<file path="src/rtl/ccd_line_capture.sv">
// CCD line capture: follows the SH pulse train, paces ADC conversions, skips the
// leading dummy pixels and buffers the active pixels in a small FWFT FIFO.
module ccd_line_capture #(
  parameter int ADC_W      = 12,
  parameter int PIX_DIV    = 8,
  parameter int DUMMY_LEAD = 32,
  parameter int ACTIVE_PIX = 3648,
  parameter int FIFO_DEPTH = 16
) (
  input  logic             clk,
  input  logic             rst_n,
  input  logic             sh_in,
  output logic             adc_start,
  input  logic             adc_valid,
  input  logic [ADC_W-1:0] adc_data,
  output logic [ADC_W-1:0] pix_data,
  output logic             pix_valid,
  input  logic             pix_ready,
  output logic             pix_sol,
  output logic             pix_eol,
  output logic             line_done,
  output logic             line_abort,
  output logic             overflow
);

  localparam int CNT_W = $clog2(DUMMY_LEAD + ACTIVE_PIX + 1);
  localparam int DIV_W = $clog2(PIX_DIV);
  localparam int AW    = $clog2(FIFO_DEPTH);
  localparam int EW    = ADC_W + 2;

  localparam logic [CNT_W-1:0] LEAD_C     = CNT_W'(DUMMY_LEAD);
  localparam logic [CNT_W-1:0] TOTAL_C    = CNT_W'(DUMMY_LEAD + ACTIVE_PIX);
  localparam logic [CNT_W-1:0] LAST_C     = CNT_W'(DUMMY_LEAD + ACTIVE_PIX - 1);
  localparam logic [DIV_W-1:0] DIV_LAST_C = DIV_W'(PIX_DIV - 1);

  typedef enum logic [1:0] {
    IDLE    = 2'd0,
    SH_HIGH = 2'd1,
    LEAD    = 2'd2,
    ACTIVE  = 2'd3
  } state_t;

  state_t           state_r;
  logic             sh_q_r;
  logic [CNT_W-1:0] trig_cnt_r;
  logic [CNT_W-1:0] cap_cnt_r;
  logic [DIV_W-1:0] div_r;
  logic             adc_start_r;
  logic             line_done_r;
  logic             line_abort_r;
  logic             overflow_r;

  logic [EW-1:0]    mem_r [FIFO_DEPTH];
  logic [AW:0]      wr_ptr_r;
  logic [AW:0]      rd_ptr_r;

  logic             rise_s;
  logic             fall_s;
  logic             empty_s;
  logic             full_s;
  logic             rd_en_s;
  logic             wr_req_s;
  logic             wr_en_s;
  logic             drop_s;
  logic             wr_sol_s;
  logic             wr_eol_s;
  logic [EW-1:0]    head_s;

  assign rise_s  = sh_in & ~sh_q_r;
  assign fall_s  = ~sh_in & sh_q_r;

  // Extra pointer bit tells a full FIFO from an empty one
  assign empty_s = (wr_ptr_r == rd_ptr_r);
  assign full_s  = (wr_ptr_r[AW] != rd_ptr_r[AW]) &&
                   (wr_ptr_r[AW-1:0] == rd_ptr_r[AW-1:0]);
  assign rd_en_s = ~empty_s & pix_ready;
  assign wr_en_s = wr_req_s & (~full_s | rd_en_s);
  assign drop_s  = wr_req_s & full_s & ~rd_en_s;

  // Active-pixel write request and its line markers
  always_comb begin
    wr_req_s = 1'b0;
    wr_sol_s = 1'b0;
    wr_eol_s = 1'b0;
    if ((state_r == ACTIVE) && adc_valid && !rise_s) begin
      wr_req_s = 1'b1;
      wr_sol_s = (cap_cnt_r == LEAD_C);
      wr_eol_s = (cap_cnt_r == LAST_C);
    end else begin
      wr_req_s = 1'b0;
      wr_sol_s = 1'b0;
      wr_eol_s = 1'b0;
    end
  end

  // Line sequencing FSM with trigger cadence, capture counting and status pulses
  always_ff @(posedge clk) begin
    if (!rst_n) begin
      state_r      <= IDLE;
      sh_q_r       <= 1'b0;
      trig_cnt_r   <= '0;
      cap_cnt_r    <= '0;
      div_r        <= '0;
      adc_start_r  <= 1'b0;
      line_done_r  <= 1'b0;
      line_abort_r <= 1'b0;
      overflow_r   <= 1'b0;
    end else begin
      sh_q_r       <= sh_in;
      adc_start_r  <= 1'b0;
      line_done_r  <= 1'b0;
      line_abort_r <= 1'b0;
      if (drop_s) begin
        overflow_r <= 1'b1;
      end
      case (state_r)
        IDLE: begin
          if (rise_s) begin
            state_r    <= SH_HIGH;
            overflow_r <= 1'b0;
          end
        end
        SH_HIGH: begin
          // The first trigger of the line issues together with entering LEAD
          if (fall_s) begin
            state_r     <= (DUMMY_LEAD == 0) ? ACTIVE : LEAD;
            trig_cnt_r  <= CNT_W'(1);
            cap_cnt_r   <= '0;
            div_r       <= '0;
            adc_start_r <= 1'b1;
          end
        end
        LEAD, ACTIVE: begin
          if (rise_s) begin
            state_r      <= SH_HIGH;
            line_abort_r <= 1'b1;
            overflow_r   <= 1'b0;
          end else begin
            if (div_r == DIV_LAST_C) begin
              div_r <= '0;
              if (trig_cnt_r < TOTAL_C) begin
                trig_cnt_r  <= trig_cnt_r + CNT_W'(1);
                adc_start_r <= 1'b1;
              end
            end else begin
              div_r <= div_r + DIV_W'(1);
            end
            if (adc_valid) begin
              cap_cnt_r <= cap_cnt_r + CNT_W'(1);
              if ((state_r == LEAD) && (cap_cnt_r == LEAD_C - CNT_W'(1))) begin
                state_r <= ACTIVE;
              end
              if ((state_r == ACTIVE) && (cap_cnt_r == LAST_C)) begin
                state_r     <= IDLE;
                line_done_r <= 1'b1;
              end
            end
          end
        end
        default: begin
          state_r <= IDLE;
        end
      endcase
    end
  end

  // Pixel FIFO storage and pointers; a write at full is legal when the head leaves
  always_ff @(posedge clk) begin
    if (!rst_n) begin
      wr_ptr_r <= '0;
      rd_ptr_r <= '0;
      mem_r    <= '{default: '0};
    end else begin
      if (wr_en_s) begin
        mem_r[wr_ptr_r[AW-1:0]] <= {wr_sol_s, wr_eol_s, adc_data};
        wr_ptr_r                <= wr_ptr_r + (AW+1)'(1);
      end
      if (rd_en_s) begin
        rd_ptr_r <= rd_ptr_r + (AW+1)'(1);
      end
    end
  end

  assign head_s     = mem_r[rd_ptr_r[AW-1:0]];
  assign pix_data   = head_s[ADC_W-1:0];
  assign pix_eol    = head_s[ADC_W];
  assign pix_sol    = head_s[ADC_W+1];
  assign pix_valid  = ~empty_s;
  assign adc_start  = adc_start_r;
  assign line_done  = line_done_r;
  assign line_abort = line_abort_r;
  assign overflow   = overflow_r;

endmodule

</file>
<file path="config.mk">
export PLATFORM = sky130hd
export DESIGN_NAME = ccd_line_capture
export DESIGN_NICKNAME = d
export VERILOG_FILES = /design/src/rtl/ccd_line_capture.sv
export SDC_FILE = /design/constraint.sdc
export NUM_CORES = 1
export LEC_CHECK = 0
export CORE_MARGIN = 2
export CORE_UTILIZATION = 54
export DETAILED_ROUTE_END_ITERATION = 6
export MAX_ROUTING_LAYER = met4
export PLACE_DENSITY = 0.82
export SETUP_SLACK_MARGIN = 0.05
export SYNTH_ARGS = -nofsm -noshare
export SYNTH_HDL_FRONTEND = slang
export SYNTH_SLANG_ARGS = --single-unit
</file>
<file path="constraint.sdc">
create_clock -name clk -period 5.9 [get_ports clk]
set_input_delay 1.77 -clock clk [delete_from_list [all_inputs] [get_ports clk]]
set_output_delay 1.77 -clock clk [all_outputs]
set_load 0.03 [all_outputs]
</file>
Word level (Yosys, flattened, before mapping). Index checks and enable logic that the tools add are counted. W data, S select, Z words.

Add/sub/neg operators: 5. $lt $le $gt $ge: 4. Eq/ne operators: 18. Multiplexer cells: 39. Bitwise gates (word level): 17. Reductions and logical operators: 17.

Operators by type and width (number): $bwmux W224 (1); $mux W12 (7); $bmux W14 S4 (1); $demux W14 S4 (1); $pmux W12 S2 (2); $mux W14 (3); $add A12 B1 Y12 const B (2); $eq A12 B12 Y1 const B (1); $eq A12 B5 Y1 const B (1); $eq A12 B6 Y1 const B (1); $lt A12 B12 Y1 const B (1); $mux W1 (12); $mux W2 (6); $ne A2 B2 Y1 const B (6); $add A5 B1 Y5 const B (2); $ge A5 B5 Y1 const B (2); $not A4 Y5 (2); $mux W3 (3); $not A1 Y1 (8); $reduce_and A4 Y1 (2); $and A1 B1 Y1 (6); $logic_and A1 B1 Y1 (6); $pmux W2 S3 (1); $pmux W3 S2 (1); other kinds (21) (22).

Register bits after elaboration: 268. Input bits: 17. Output and inout port bits: 19. Word-level logic and storage cells: 127.

Longest topological paths before layout.
Depth after elaboration: 10. Mapped depth: 8. Depth with buffers taken out: 6.

Least setup slack after synthesis. Ideal clock, no wire load.

Kind: register to output. Start point: register rd_ptr_r[0]. End point: output port pix_data[0]. Arrival: 1.955 ns. Data required time: 4.130 ns. Path slack: 2.175 ns. Stages on the path, launching flop included: 7. Cells stage by stage: dfxtp_1 -> buf_2 -> buf_2 -> buf_2 -> mux4_2 -> mux2i_1 -> a21oi_1.

Word-level cells in the longest chain between the ends: 4.

RTL lines: start: declaration (line 55) `logic [AW:0] rd_ptr_r;`; start signal: assignment (line 179) `rd_ptr_r <= rd_ptr_r + (AW+1)'(1);`; $not A4 Y5 (not written as such) (line 184) `assign head_s = mem_r[rd_ptr_r[AW-1:0]];`; $bmux W14 S4 (line 184); $mux W14 (not written as such) (2 in series) (line 184); end: declaration (line 16) `output logic [ADC_W-1:0] pix_data,`.

Every way passes these cells. The select of a mux whose other input is x is not followed.

Worst setup path after layout.
Start point: register rd_ptr_r[0]. End point: output port pix_eol.

Word-level cells in the longest chain between the ends: 4.

RTL lines: $not A4 Y5 (not written as such) (line 184); $bmux W14 S4 (line 184); $mux W14 (not written as such) (2 in series) (line 184); end: declaration (line 20) `output logic pix_eol,`.

Every way passes these cells. The select of a mux whose other input is x is not followed.

==> impl_metrics.json <==
{
  "status": "complete, no violations",
  "fin_cells": 1442,
  "synth_ff_type": "dfxtp_1",
  "reg2reg_slack_ns": 2.32,
  "dr.first_iter.drc_count": 879,
  "fin_skew_ns": 0.01808,
  "ys_ff_latch": 268,
  "worst_slack_ns": 0.7962,
  "grt_util_all_layers_pct": 24.99,
  "synth_edf_count": 0,
  "slowest_stage": "dfxtp_4",
  "h-tree-depth": 1,
  "pwr-share-comb_pct": 2.3,
  "period_share_pct": 86.51,
  "wl_per_cell_um": 18.88,
  "worstSetupStartpoint": "rd_ptr_r[0]",
  "powerDensity_mw_per_mm2": 280.5,
  "placed_cell_area_mm2": 0.01206,
  "p_sw_mw": 0.7764,
  "grt_max_degree": 110,
  "holdCritStartpoint": "mem_r[183]",
  "cts_setup_buffers": 0,
  "cts_root_buffer": "clkbuf_16",
  "place_congestion": 0.8160,
  "max_cap_violations": 0,
  "p_clk_share_pct": 47.8,
  "n_antenna_cell": 0,
  "synth_area_leaders": "dfxtp_1 (46%), mux4_2 (11%), nand3_1 (7.5%), o21ai_0 (6.9%), mux2i_1 (6.1%)",
  "cts_tree": "built",
  "utilization_pct": 61.06,
  "total_leakage_power_nw": 4.206,
  "io_pins": 36,
  "clk_latency_ns": 0.54,
  "setup_viol": 0,
  "clock_sinks": 268,
  "clkTransAtPathRegs_ns": 0.06,
  "dp.cells": 1395,
  "grt_pass1_wl_mm": 44.28,
  "rr_endpoint": "mem_r[120]",
  "worst_pin_slew_ns": 1.205,
  "cp.arrival_ns": 3.33,
  "port_buffers": 35,
  "relSlewSlack_pct": 19.41,
  "fin_nets": 1176,
  "die_w_um": 151.5,
  "ant_nets": 0,
  "maxSlewViolCount": 0,
  "synth-seq-area-share_pct": 45.66,
  "critical_path.top_delay_family": "buffers and inverters",
  "grt_overflow": 0,
  "synth_top_area_share_pct": 45.66,
  "yosysWarningCount": 0,
  "crit_chain": "buf_4 > mux4_2 > nor2b_1 > a211oi_1 > a21oi_1 > clkdlybuf4s50_1",
  "final_area_mm2": 0.01296,
  "switching_share_pct": 21.36,
  "totalPowerFinal_mw": 3.635,
  "drt-pass1-iter-count": 5,
  "synthArstFlopShare_pct": 0,
  "synth_cells": 1179,
  "fmax_mhz": 195.9,
  "synth.avg_cell_area_um2": 9.966,
  "routed_wl_mm": 27.22,
  "cts_buffers": 27,
  "synthesis.nets": 1206,
  "holdBufCountCts": 0,
  "layout-drive-gt1-share_pct": 11.83,
  "initial_core_util_pct": 55.37,
  "intPower_mw": 2.858,
  "post_cts_resized": 0,
  "dp_slack_ns": 1.227,
  "grt_pass1_vias": 8621,
  "hp-class": "reg -> reg",
  "rows": 53,
  "netlist_area_mm2": 0.01175,
  "hold_violations": 0,
  "start_kind": "flip-flop",
  "clock_path_buffers": 3,
  "power_frac_seq_pct": 49.9,
  "yosys-top-cells-count": "dfxtp_1 (268), nand3_1 (175), o21ai_0 (161)",
  "viasPerCell": 6.119,
  "slowest_delay_ns": 0.83,
  "worst-path-stages": 6,
  "worstSetupPathType": "reg -> out",
  "chipHeight_um": 151.5,
  "yosysMostFrequentCell": "dfxtp_1",
  "end_kind": "output port",
  "cp_max_fo": 34,
  "period_minus_slack_ns": 5.104,
  "hpwl_mm": 16.72,
  "ir_drop_mv": 0.2446,
  "crit_required_ns": 4.13,
  "r2r_start": "rd_ptr_r[0]",
  "rsz0062_at_grt": "no",
  "whs_ns": 0.4586,
  "cp-endpoint": "pix_eol",
  "synth.distinct_cells": 59,
  "fin_tns_setup_ns": 0,
  "core_area_mm2": 0.02122,
  "netlist.top_cell.by_area": "dfxtp_1",
  "ff2ff_path_depth": 5,
  "areaGrowthSynthToFinish_pct": 10.28,
  "grt_antenna_before_repair": 0,
  "critPathBufInv": 2,
  "vias": 8824,
  "die_area_mm2": 0.02296,
  "drc_errors": 0
}
-- final cells by class --
cell class,count,area [µm²]
clock inverter,14,185.2
sequential,268,5371
timing repair buffer,53,501.7
clock buffer,33,708.2
inverter,5,18.77
multi-input combinational,794,5828
fill,1727,8263
tap,275,344.1
-- logic make-up (layout without fill, tap and decap cells) --
family | count (synthesis) | in the layout | synth area share (%)
AO/OA/AOI/OAI | 256 | 256 | 13.61
XOR/XNOR | 25 | 25 | 1.991
adder cells (fa/ha/maj) | 10 | 10 | 1.065
buffers and inverters | 117 | 105 | 4.739
flip-flops | 268 | 268 | 45.66
multiplexers | 129 | 129 | 16.96
AND/OR/NAND/NOR | 374 | 374 | 15.97
-- worst register-to-register path, cell delays in order, from the launching register on --
cell,delay (ns)
dfxtp_4,0.83
buf_4,0.33
xnor2_2,0.15
nand4_2,0.65
o211ai_2,1.22
o21ai_0,0.24
-- how the worst min path moves through the flow --
stage / endpoint / slack [ns] / depth (start not counted)
global placement: mem_r[195] / 0.44 / 2
CTS: mem_r[183] / 0.46 / 2
global route: mem_r[131] / 0.47 / 2
detailed placement: mem_r[79] / 0.45 / 2
finish: mem_r[183] / 0.46 / 2
floorplan: mem_r[126] / 0.43 / 2
-- power by group through the flow --
stage,registers [mW],clock network (mW),logic [mW]
6_report,1.81,1.74,0.0825
5_1_grt,1.81,1.83,0.0897
4_1_cts,1.81,1.76,0.0814
3_5_place_dp,1.85,0,0.0813
3_3_place_gp,1.85,0,0.0810
2_1_floorplan,1.85,0,0.0548
-- cells in the final DEF, fill, tap and decap left out, types with 5 or more instances in the layout --
cell and count:
o21ai_1 17, nor2b_1 25, nand2_1 90, xor2_1 7, and2_1 11, mux2i_1 72
ha_1 10, clkdlybuf4s50_1 34, o2111ai_4 6, clkinv_2 5, clkbuf_16 27, clkbuf_1 5
a21oi_1 22, buf_4 17, mux4_2 56, o21ai_0 161, dfxtp_1 265, xnor2_1 16
nand3_1 175, nor3_1 6, and3_1 7, inv_1 5, a211oi_1 15, o211ai_1 5
nand4_1 7, nor2_1 25
-- flip-flops by register name (all words and copies together), names as in the netlist, 2 cells and up --
register	flops
mem_r	224
cap_cnt_r	12
trig_cnt_r	12
rd_ptr_r	5
wr_ptr_r	5
div_r	3
state_r	2
-- layer usage --
layer,vias to the layer above,track usage (%),part of all wire (%)
met3,65,3.503,5.9
met5,-,-,0
li1,4238,-,-
met1,4274,33.62,46
met2,247,39.41,46
met4,0,8.056,2.9
Power figures use the tool's default switching activity.
